`config.mk`:
```
export PLATFORM = sky130hd
export DESIGN_NAME = uart
export DESIGN_NICKNAME = d
export VERILOG_FILES = /design/src/rtl/uart.sv
export SDC_FILE = /design/constraint.sdc
export NUM_CORES = 1
export LEC_CHECK = 0
export BUFFER_PORTS_ARGS = -buffer_cell sky130_fd_sc_hd__buf_2
export CAP_MARGIN = 15
export CELL_PAD_IN_SITES_DETAIL_PLACEMENT = 1
export CELL_PAD_IN_SITES_GLOBAL_PLACEMENT = 1
export CORE_UTILIZATION = 30
export CTS_CLUSTER_DIAMETER = 120
export DETAILED_ROUTE_END_ITERATION = 8
export GPL_ROUTABILITY_DRIVEN = 0
export HOLD_SLACK_MARGIN = 0.03
export PLACE_DENSITY_LB_ADDON = 0.1
export SYNTH_ARGS = -nofsm -noshare
export SYNTH_HDL_FRONTEND = slang
export SYNTH_SLANG_ARGS = --single-unit
```
`constraint.sdc`:
```
create_clock -name clk -period 5.9 [get_ports clk]
set_input_delay 0.59 -clock clk [delete_from_list [all_inputs] [get_ports clk]]
set_output_delay 0.59 -clock clk [all_outputs]
set_load 0.02 [all_outputs]
```
`src/rtl/uart.sv`:
```
// rtl/uart.sv - full-duplex 8N1 UART with single-byte TX holding path and RX buffer
module uart #(
    parameter int CLKS_PER_BIT = 16
) (
    input  logic       clk,
    input  logic       rst,
    input  logic       wr_en,
    input  logic [7:0] din,
    output logic       wr_rdy,
    input  logic       rd_en,
    output logic       rd_rdy,
    output logic [7:0] dout,
    input  logic       rx,
    output logic       tx
);

    localparam int CW = (CLKS_PER_BIT > 2) ? $clog2(CLKS_PER_BIT) : 1;
    localparam logic [CW-1:0] BIT_LAST  = CW'(CLKS_PER_BIT - 1);
    localparam logic [CW-1:0] HALF_LAST = CW'(CLKS_PER_BIT / 2 - 1);

    typedef enum logic [1:0] {S_IDLE, S_START, S_DATA, S_STOP} state_t;

    state_t          tx_state, tx_next;
    logic [CW-1:0]   tx_cnt;
    logic [2:0]      tx_bit;
    logic [7:0]      tx_shift;
    logic            tx_bit_done;

    assign tx_bit_done = (tx_cnt == BIT_LAST);

    always_ff @(posedge clk or posedge rst) begin
        if (rst) tx_state <= S_IDLE;
        else     tx_state <= tx_next;
    end

    always_comb begin
        tx_next = tx_state;
        case (tx_state)
            S_IDLE:  if (wr_en)                        tx_next = S_START;
            S_START: if (tx_bit_done)                  tx_next = S_DATA;
            S_DATA:  if (tx_bit_done && tx_bit == 3'd7) tx_next = S_STOP;
            S_STOP:  if (tx_bit_done)                  tx_next = S_IDLE;
            default:                                   tx_next = S_IDLE;
        endcase
    end

    // din is captured only at acceptance so later changes cannot corrupt the frame
    always_ff @(posedge clk or posedge rst) begin
        if (rst) begin
            tx_cnt   <= '0;
            tx_bit   <= 3'd0;
            tx_shift <= 8'h00;
        end else if (tx_state == S_IDLE) begin
            tx_cnt <= '0;
            tx_bit <= 3'd0;
            if (wr_en) tx_shift <= din;
        end else if (tx_bit_done) begin
            tx_cnt <= '0;
            if (tx_state == S_DATA) begin
                tx_shift <= {1'b0, tx_shift[7:1]};
                tx_bit   <= tx_bit + 3'd1;
            end
        end else begin
            tx_cnt <= tx_cnt + 1'b1;
        end
    end

    always_comb begin
        wr_rdy = (tx_state == S_IDLE);
        case (tx_state)
            S_START: tx = 1'b0;
            S_DATA:  tx = tx_shift[0];
            default: tx = 1'b1;
        endcase
    end

    logic            rx_meta, rx_sync;
    state_t          rx_state, rx_next;
    logic [CW-1:0]   rx_cnt;
    logic [2:0]      rx_bit;
    logic [7:0]      rx_shift;
    logic            rx_bit_done, rx_mid_start, byte_ok;

    assign rx_bit_done  = (rx_cnt == BIT_LAST);
    assign rx_mid_start = (rx_cnt == HALF_LAST);

    always_ff @(posedge clk or posedge rst) begin
        if (rst) begin
            rx_meta <= 1'b1;
            rx_sync <= 1'b1;
        end else begin
            rx_meta <= rx;
            rx_sync <= rx_meta;
        end
    end

    always_ff @(posedge clk or posedge rst) begin
        if (rst) rx_state <= S_IDLE;
        else     rx_state <= rx_next;
    end

    always_comb begin
        rx_next = rx_state;
        case (rx_state)
            S_IDLE:  if (!rx_sync)                      rx_next = S_START;
            S_START: if (rx_mid_start)                  rx_next = rx_sync ? S_IDLE : S_DATA;
            S_DATA:  if (rx_bit_done && rx_bit == 3'd7) rx_next = S_STOP;
            S_STOP:  if (rx_bit_done)                   rx_next = S_IDLE;
            default:                                    rx_next = S_IDLE;
        endcase
    end

    // After the half-bit start check, every full-bit count lands on a bit center
    always_ff @(posedge clk or posedge rst) begin
        if (rst) begin
            rx_cnt   <= '0;
            rx_bit   <= 3'd0;
            rx_shift <= 8'h00;
        end else begin
            case (rx_state)
                S_IDLE: begin
                    rx_cnt <= '0;
                    rx_bit <= 3'd0;
                end
                S_START: rx_cnt <= rx_mid_start ? '0 : rx_cnt + 1'b1;
                S_DATA: begin
                    if (rx_bit_done) begin
                        rx_cnt   <= '0;
                        rx_shift <= {rx_sync, rx_shift[7:1]};
                        rx_bit   <= rx_bit + 3'd1;
                    end else begin
                        rx_cnt <= rx_cnt + 1'b1;
                    end
                end
                default: rx_cnt <= rx_bit_done ? '0 : rx_cnt + 1'b1;
            endcase
        end
    end

    always_comb begin
        byte_ok = (rx_state == S_STOP) && rx_bit_done && rx_sync;
    end

    // A byte completing on the same edge as a pop takes priority and keeps rd_rdy set
    always_ff @(posedge clk or posedge rst) begin
        if (rst) begin
            dout   <= 8'h00;
            rd_rdy <= 1'b0;
        end else if (byte_ok) begin
            dout   <= rx_shift;
            rd_rdy <= 1'b1;
        end else if (rd_en && rd_rdy) begin
            rd_rdy <= 1'b0;
        end
    end

endmodule

```
==> impl_results.md <==
- Post-layout min period: 2.14 ns
- Mapped Cells: 159
- Initial drt markers: 35
- YS warnings: 0
- DIE AREA: 7010 µm²
- Pwr dens: 313 nW/µm²
- Clock tree from TritonCTS: built
- Drt wl/cell: 14.2 µm
- Largest net degree at the start of global routing: 46
- Sw frac: 0.252
- Post-synthesis async set-or-reset flop share: 1.00
- Crit-path max cell delay: around 0.48 ns
- Number of global-route vias before repair: approximately 1,400
- Final hold viol count: 0
- Fraction of layout cells with a size suffix above 1: 0.228
- Peak VDD IR: between 0.1 and 0.15 mV
- Post-cts repair resize count: 0
- Layout fillers: about 700
- CP top delay family: adder cells
- Worst EP arrival: 1.55 ns
- First-pass GRT wire length: 6640 µm
- Rel. slew slack: 0.456
- Clock sinks: 45
- Clk Tree Root Cell: clkbuf_8
- DP HPWL: 2620 µm
- IO Port Bufs: 23
- Clock Path Buffers: 2
- Final ANT Viol Nets: 0
- Status: finished clean
- Synth unique cells: 35
- Routed vias/inst: between 4 and 5
- Die span in y: ~84 µm
- DRT Pass-1 Iters: 4
- Fin. max-slew vios: 0
- Worst path cell trace: inv_1 > ha_1 > buf_2
- P&R area growth vs syn: 15.9%
- Post-Layout Cell Count: 261
- Num CTS Buffers: 5
- Max-cap violations: 0
- Placed instance count: 253
- Post-Route Utilization: 0.364
- Crit end category: output port
- Final Cycle Share: 0.363
- Pleak: around 1.2 nW
- HP Class: flop to flop
- Multi-input logic area: slightly above 800 µm²
- Post-Syn Nets: approximately 180
- Initial Util: 0.314
- EDFF count, synth: 0
- Final Skew: 0.00601 ns
- RSZ-0062 raised after global routing: false
- Clock power frac: 0.380
- Die width: ~84 µm
- Clock slew at reported path FFs: around 0.09 ns
- # H-tree levels: 2
- Setup TNS: 0 ns
- Fmax achieved: 467 MHz
- Slew of the pin with the lowest slew margin: between 0.8 and 0.9 ns
- Final setup fails: 0
- # IOs: 24
- Power share of the sequential group: 0.508
- Cell area after synthesis: 2000 µm²
- Type of origin of the critical path: flop
- FP Rows: 29
- Hold buffers post-CTS: 0
- Via Count: 1,287
- Top FF cell, synth: dfrtp_1
- Crit path max-delay cell type: ha_1
- CP max FO: 14
- Internal power: 544 µW
- Post-synthesis sequential area ratio: 0.563
- WS Path Type: flop to output port
- Flops & latches, synth: 45
- Critical Path RT: 5.31 ns
- Seq. cell area: about 1100 µm²
- Avg Cell Area, Syn: 12.6 µm²
- Comb pwr share: 0.112
- Detailed-route wire length: about 3700 µm
- Layout net count: 206
- Remaining Overflow, GRT: 0
- Initial antenna violation count: 0
- Clk_lat worst skew: 0.30 ns
- Post-CTS setup buffer count: 0
- Global-route usage over all layers: 0.121
- DRC Markers: 0
- Diodes inserted: 0
- Core box area: 6390 µm²
- Worst path bufs/invs: 2
- NetSw: 183 µW
## power groups by stage
stage	combinational (mW)	sequential (mW)	clock (mW)
3_3_place_gp	0.0818	0.373	0
3_5_place_dp	0.0833	0.376	0
4_1_cts	0.0843	0.369	0.287
5_1_grt	0.0940	0.374	0.301
6_report	0.0815	0.369	0.276
2_1_floorplan	0.0816	0.353	0
## worst register-to-register path: stages, from the launching register on
cell,delay [ns]
dfrtp_1,0.38
ha_1,0.28
and4_1,0.28
nor2b_1,0.68
mux2_1,0.40
## synthesized netlist by cell type, types with 2 or more instances
cell | instances | area share
a211oi_1 | 2 | 0.0075
a21o_1 | 2 | 0.0075
a21oi_1 | 6 | 0.015
a22o_1 | 2 | 0.0087
and3_1 | 3 | 0.0094
buf_4 | 2 | 0.0075
clkbuf_1 | 5 | 0.0094
dfrtp_1 | 43 | 0.54
dfstp_2 | 2 | 0.026
ha_1 | 10 | 0.062
inv_1 | 8 | 0.015
mux2_1 | 18 | 0.10
mux2i_1 | 2 | 0.010
nand2_1 | 3 | 0.0056
nand3_1 | 4 | 0.010
nor2_1 | 8 | 0.015
nor2b_1 | 4 | 0.012
o21ai_0 | 3 | 0.0075
o221a_1 | 7 | 0.039
or2_2 | 7 | 0.022
xnor2_1 | 3 | 0.013
xor2_1 | 2 | 0.0087
## routing by layer
| metal | vias to the layer above | routed length [µm] | track usage |
|---|---|---|---|
| li1 | 606 | - | - |
| met1 | 652 | 1700 | 0.145 |
| met2 | 23 | 1810 | 0.201 |
| met3 | 6 | 133 | 0.0336 |
| met4 | 0 | 75 | 0.0555 |
| met5 | - | 0 | 0 |
## registers in the layout, summed over array words and instances, names as in the netlist, 2 cells and up, named ones only
signal,count
dout,8
rx_bit,3
rx_cnt,4
rx_shift,8
tx_bit,3
tx_cnt,4
tx_shift,8
tx_state,2
## logic make-up (layout without fill, tap and decap cells)
group | count (synthesis) | in the layout | synth area share
flip-flops | 45 | 45 | 0.563
AND/OR/NAND/NOR | 37 | 37 | 0.102
AO/OA/AOI/OAI | 26 | 26 | 0.102
multiplexers | 21 | 21 | 0.117
buffers and inverters | 15 | 40 | 0.0318
adder cells (fa/ha/maj) | 10 | 10 | 0.0624
XOR/XNOR | 5 | 5 | 0.0219
## stage by stage
stage	hold WS, ns	setup slack, ns	total power [mW]	area [µm²]
2_1_floorplan	0.345	4.00	0.435	2000
3_3_place_gp	0.346	3.86	0.455	2190
3_5_place_dp	0.350	3.74	0.459	2190
4_1_cts	0.366	3.73	0.740	2320
5_1_grt	0.363	3.58	0.770	2320
6_report	0.366	3.76	0.727	2320
## final timing paths
path | from | to | slack, ns | depth (start not counted)
setup / recovery | tx_state[0] | wr_rdy | 3.76 | 3
hold / removal | rx_meta | rx_sync | 0.37 | 0
setup reg to reg | rx_cnt[0] | rx_shift[2] | 3.78 | 4
hold reg to reg | rx_meta | rx_sync | 0.37 | 0
max in group asynchronous | rst | rd_rdy | 5.09 | 3
min in group asynchronous | rst | tx_shift[4] | 0.42 | 3
## cell usage in the layout (no fill, tap or decap), types with 4 or more instances in the layout
cell type | synthesis | layout
a21oi_1 | 6 | 6
buf_2 | 0 | 23
clkbuf_8 | 0 | 5
dfrtp_1 | 43 | 43
ha_1 | 10 | 10
inv_1 | 8 | 7
mux2_1 | 18 | 18
nand3_1 | 4 | 4
nor2_1 | 8 | 8
nor2b_1 | 4 | 4
o221a_1 | 7 | 7
or2_2 | 7 | 7
## area by class of cell
type,instances,area share
inverters,8,0.0129
repair buffers,24,0.0528
clock buffers,5,0.0296
multi-input cells,99,0.349
well taps,77,0.0415
flip-flops and latches,45,0.486
clock inverters,3,0.0280
Power figures use the tool's default switching activity.
